### config.mk
export PLATFORM = sky130hd
export DESIGN_NAME = sram_controller
export DESIGN_NICKNAME = d
export VERILOG_FILES = /design/src/rtl/sram_controller_pkg.sv /design/src/rtl/sram_controller.sv
export SDC_FILE = /design/constraint.sdc
export NUM_CORES = 1
export LEC_CHECK = 0
export ABC_CLOCK_PERIOD_IN_PS = 2500
export BUFFER_PORTS_ARGS = -buffer_cell sky130_fd_sc_hd__buf_2
export CORE_MARGIN = 10
export CORE_UTILIZATION = 40
export CTS_CLUSTER_DIAMETER = 30
export DETAILED_ROUTE_END_ITERATION = 16
export PLACE_DENSITY = 0.71
export SLEW_MARGIN = 25
export SYNTH_ARGS = -nofsm -noshare
export SYNTH_HDL_FRONTEND = slang
export SYNTH_SLANG_ARGS = --single-unit
### constraint.sdc
create_clock -name clk -period 2.5 [get_ports clk]
set_input_delay 0.625 -clock clk [delete_from_list [all_inputs] [get_ports clk]]
set_output_delay 0.625 -clock clk [all_outputs]
set_load 0.05 [all_outputs]
### src/rtl/sram_controller_pkg.sv
// Shared constants for the MEM-stage SRAM controller: FSM encoding,
// parameter defaults and half-word select values.
package sram_controller_pkg;

   localparam int BASE_ADDR_DEFAULT     = 1024;
   localparam int ACCESS_CYCLES_DEFAULT = 2;
   localparam int SRAM_AW_DEFAULT       = 18;

   typedef logic [2:0] state_t;

   localparam state_t S_IDLE  = 3'd0;
   localparam state_t S_RD_LO = 3'd1;
   localparam state_t S_RD_HI = 3'd2;
   localparam state_t S_WR_LO = 3'd3;
   localparam state_t S_WR_HI = 3'd4;
   localparam state_t S_DONE  = 3'd5;

   localparam logic HALF_LO = 1'b0;
   localparam logic HALF_HI = 1'b1;

endpackage

### src/rtl/sram_controller.sv
// Serves 32-bit MEM-stage loads/stores from a 16-bit SRAM as two half-word
// accesses, holding ready low (pipeline freeze) until the access completes.
module sram_controller
   import sram_controller_pkg::*;
#(
   parameter int BASE_ADDR     = BASE_ADDR_DEFAULT,
   parameter int ACCESS_CYCLES = ACCESS_CYCLES_DEFAULT,
   parameter int SRAM_AW       = SRAM_AW_DEFAULT
) (
   input  logic               clk,
   input  logic               rst,
   input  logic               MEM_R_EN,
   input  logic               MEM_W_EN,
   input  logic [31:0]        address,
   input  logic [31:0]        writeData,
   output logic [31:0]        readData,
   output logic               ready,
   output logic [SRAM_AW-1:0] SRAM_ADDR,
   output logic [15:0]        SRAM_DQ_out,
   input  logic [15:0]        SRAM_DQ_in,
   output logic               SRAM_DQ_oe,
   output logic               SRAM_WE_N,
   output logic               SRAM_OE_N
);

   localparam int CW = (ACCESS_CYCLES > 1) ? $clog2(ACCESS_CYCLES) : 1;

   state_t           state;
   logic [CW-1:0]    cnt;
   logic [31:0]      offset;
   logic [SRAM_AW-2:0] word;
   logic             last;
   logic             unused_offset;

   // Out-of-range addresses wrap silently into the SRAM word space.
   assign offset        = address - 32'(BASE_ADDR);
   assign word          = offset[SRAM_AW:2];
   assign unused_offset = ^{offset[31:SRAM_AW+1], offset[1:0]};
   assign last          = (cnt == CW'(ACCESS_CYCLES - 1));

   assign ready = ~(MEM_R_EN | MEM_W_EN) | (state == S_DONE);

   // NOTE: SRAM pins are registered and updated on the edge that enters a
   // state, so the SRAM never sees a combinational glitch on its strobes.
   always_ff @(posedge clk) begin
      if (rst) begin
         state       <= S_IDLE;
         cnt         <= '0;
         readData    <= '0;
         SRAM_ADDR   <= '0;
         SRAM_DQ_out <= '0;
         SRAM_DQ_oe  <= 1'b0;
         SRAM_WE_N   <= 1'b1;
         SRAM_OE_N   <= 1'b1;
      end else begin
         case (state)
            S_IDLE: begin
               cnt <= '0;
               if (MEM_W_EN) begin
                  state       <= S_WR_LO;
                  SRAM_ADDR   <= {word, HALF_LO};
                  SRAM_DQ_out <= writeData[15:0];
                  SRAM_DQ_oe  <= 1'b1;
                  SRAM_WE_N   <= 1'b0;
               end else if (MEM_R_EN) begin
                  state     <= S_RD_LO;
                  SRAM_ADDR <= {word, HALF_LO};
                  SRAM_OE_N <= 1'b0;
               end
            end
            S_RD_LO: begin
               if (last) begin
                  cnt            <= '0;
                  readData[15:0] <= SRAM_DQ_in;
                  state          <= S_RD_HI;
                  SRAM_ADDR      <= {word, HALF_HI};
               end else begin
                  cnt <= cnt + 1'b1;
               end
            end
            S_RD_HI: begin
               if (last) begin
                  cnt             <= '0;
                  readData[31:16] <= SRAM_DQ_in;
                  state           <= S_DONE;
                  SRAM_OE_N       <= 1'b1;
               end else begin
                  cnt <= cnt + 1'b1;
               end
            end
            S_WR_LO: begin
               if (last) begin
                  cnt         <= '0;
                  state       <= S_WR_HI;
                  SRAM_ADDR   <= {word, HALF_HI};
                  SRAM_DQ_out <= writeData[31:16];
               end else begin
                  cnt <= cnt + 1'b1;
               end
            end
            S_WR_HI: begin
               if (last) begin
                  cnt        <= '0;
                  state      <= S_DONE;
                  SRAM_WE_N  <= 1'b1;
                  SRAM_DQ_oe <= 1'b0;
               end else begin
                  cnt <= cnt + 1'b1;
               end
            end
            S_DONE: begin
               state <= S_IDLE;
            end
            default: begin
               state      <= S_IDLE;
               cnt        <= '0;
               SRAM_WE_N  <= 1'b1;
               SRAM_OE_N  <= 1'b1;
               SRAM_DQ_oe <= 1'b0;
            end
         endcase
      end
   end

endmodule

==> flow_summary_export.csv <==
group,metric,value,unit
global_routing,grt_start_max_net_pins,38,
detailed_routing,postRouteWirelength,8.80,mm
final_layout,final_core_utilization,54.7,%
power_and_ir_drop,power-per-cell-area,940,mW/mm^2
die,io_count,154,
yosys,synth_cell_type_count,40,
timing,worst-slew-pin-transition,0.718,ns
global_routing,grtUsageTotal,14.7,%
clock_tree,hold_buffers,0,
detailed_routing,drt_drc_violations_left,0,
detailed_routing,post_drt_via_cell_ratio,4.86,
worst_setup_path,worst-path-max-fanout,5,
clock_tree,clkLatencyLatePin,0.34,ns
yosys,number_of_warnings_printed_during_yosys_synthesis,0,
clock_tree,numCtsBuffers,9,
die,die_width,108,um
placement,port_buffers,138,
global_routing,first_global_vias,2758,
yosys,synth_async_sr_flop_share,0,%
final_layout,nFillCells,732,
final_layout,finish.cell_count_without_fillers,582,
worst_setup_path,worst_setup_path_endpoint,"ready",
clock_tree,post_cts_sizing_count,0,
worst_setup_path,cp_data_arrival_time,1.44,ns
run,drv.max_cap_violation_count,0,
yosys,post_synth.cell_area_avg,8.75,um^2
timing,setup_repair_after_global_routing_missed_its_margin,"no",
yosys,synth_cells,351,
yosys,synth_edf_count,0,
worst_setup_path,critical_path.reg2reg.endpoint,"readData[9]",
yosys,synth-seq-area-share,47.6,%
worst_setup_path,cp-start-kind,"primary input",
final_layout,layout.cells.most_common,"buf_2",
final_layout,number_of_nets_at_the_end_of_the_flow,563,
clock_tree,ctsLongestPathBuffers,2,
yosys,syn_area,0.00307,mm^2
detailed_routing,drt.antenna.violating_nets,0,
die,fp.coreArea,0.00737,mm^2
power_and_ir_drop,power_leakage,1.85,nW
yosys,yosys_most_used_dff,"dfxtp_1",
detailed_routing,first_iter_violations,114,
placement,place_area,0.00379,mm^2
timing,slew_violations,0,
timing,fin_skew,0.00809,ns
status,outcome,"complete, no violations",
worst_setup_path,worst_r2r_path_depth,4,
clock_tree,cts-root-buf,"clkbuf_8",
die,initial_utilization,41.7,%
yosys,synth.largest_area_cell,"dfxtp_1",
worst_setup_path,worst_ep_required_time,1.88,ns
power_and_ir_drop,fin_total_pwr,3.79,mW
worst_setup_path,cp-startpoint,"MEM_W_EN",
placement,gp_congestion,0.748,
timing,setup_total_negative_slack,0,ns
timing,report.final.hold_viol_count,0,
detailed_routing,detail_route.first_pass.iterations,5,
final_layout,flow.area_growth_from_synthesis,31.3,%
worst_setup_path,timing.critical_path.to_type,"output port",
worst_setup_path,timing_worst_setup_path_type,"in -> out",
die,core.rowCount,31,
clock_tree,clock_tree_from_tritoncts,"yes",
clock_tree,clock-sinks,73,
worst_setup_path,rr_startpoint,"state[0]",
yosys,postSynthRegisterBits,73,
timing,fmax,0.484,GHz
yosys,synth_fp_nets,436,
detailed_routing,vias,2827,
worst_hold_path,min_from,"state[2]",
clock_tree,clock_tree.htree_level_count,3,
power_and_ir_drop,peakVddDrop,0.536,mV
placement,dp_cells,566,
final_layout,layout-drive-gt1-share,38.3,%
placement,hpwl,6.56,mm
clock_tree,post_cts_buffers,0,
die,die_area,0.0116,mm^2
worst_setup_path,setup.reg_to_reg.worst_slack,0.57,ns
worst_hold_path,worst_hold_path_type,"reg -> reg",
timing,finalCritPeriodShare,82.7,%
yosys,synthDominantCellAreaShare,47.6,%
final_layout,final_area,0.00403,mm^2
global_routing,globalRoute.totalOverflow,0,
global_routing,grt_first_pass_wirelength,14.0,mm
global_routing,grt_antenna_before_repair,0,
timing,report.final.setup_viol,0,
clock_tree,clk_pin_slew_worst_paths,0.07,ns
detailed_routing,wl_per_cell,15.1,um
yosys,synth_top_cells_by_area,"dfxtp_1 48%, nand2_1 8.8%, a21oi_1 8.6%, a211oi_2 6.1%, mux2i_1 5.2%",
die,die_h,108,um
timing,max-slew-margin-rel,52.0,%
final_layout,layout.cells.most_common_list,"138 x buf_2, 73 x dfxtp_1, 72 x nand2_1",
timing,finalCriticalPeriod,2.07,ns
final_layout,diodes,0,
## report_power, final
part	switching [mW]	internal, mW
Combinational	0.914	0.352
Clock	0.442	0.662
Sequential	0.105	1.32
## cell type report
class | instances | area [um^2] | share of cell area, %
inverters | 4 | 15.0 | 0.372
repair buffers | 143 | 728 | 18.1
flip-flops and latches | 73 | 1460 | 36.2
multi-input cells | 247 | 1460 | 36.2
clock buffers | 9 | 124 | 3.07
clock inverters | 7 | 119 | 2.95
well taps | 99 | 124 | 3.07
## per-layer routing
layer	share of wire [%]	wire, um	up-vias	global-route usage (%)
met3	7.4	649	9	5.21
li1	-	-	1461	-
met5	0	0	-	0
met4	1.3	115	0	4.96
met2	50	4420	82	24.5
met1	41	3610	1275	17.0
## per-stage QoR
step / setup WS, ns / hold slack [ns]
global route: 0.259 / 0.467
finish: 0.432 / 0.451
global placement: 0.423 / 0.432
floorplan: 0.570 / 0.528
CTS: 0.407 / 0.452
detailed placement: 0.436 / 0.441
## worst min-delay path by stage
stage                         to  cells past startpoint
floorplan               state[2]                      2
global placement        state[1]                      1
detailed placement      state[1]                      1
CTS                     state[1]                      1
global route        readData[18]                      2
finish                  state[1]                      1
## cells in the mapped netlist (2+ instances only)
master    number
a211oi_1       9
a211oi_2      15
a21oi_1       53
a311oi_1       2
buf_1          2
buf_2         10
buf_4          3
clkbuf_1      11
dfxtp_1       73
inv_1          4
mux2i_1       16
nand2_1       72
nand3_1       11
nand3b_1       3
nor2_1        23
nor2_2         3
nor2b_1        2
nor3_1         2
o21ai_0       10
or2_2          2
xnor2_1        5
xor2_1         2
## cells by family (layout without fill, tap and decap cells)
logic type,Yosys count,after routing,share of synthesized area [%]
adder cells (fa/ha/maj),1,1,0.407
AND/OR/NAND/NOR,126,126,18.3
AO/OA/AOI/OAI,97,97,21.7
buffers and inverters,31,163,4.81
flip-flops,73,73,47.6
XOR/XNOR,7,7,2.00
multiplexers,16,16,5.22
## worst max-delay path, stage by stage
cell     delay [ns]
buf_2          0.13
or2_2          0.35
nand2_1        0.07
buf_2          0.27
## registers in the layout (all words and copies together), names as in the netlist
| name | count |
|---|---|
| readData | 32 |
| SRAM_DQ_out | 16 |
| SRAM_DQ_oe | 1 |
| cnt | 1 |
| SRAM_WE_N | 1 |
| state | 3 |
| SRAM_OE_N | 1 |
| SRAM_ADDR | 18 |
(Power assumes the default switching activity.)
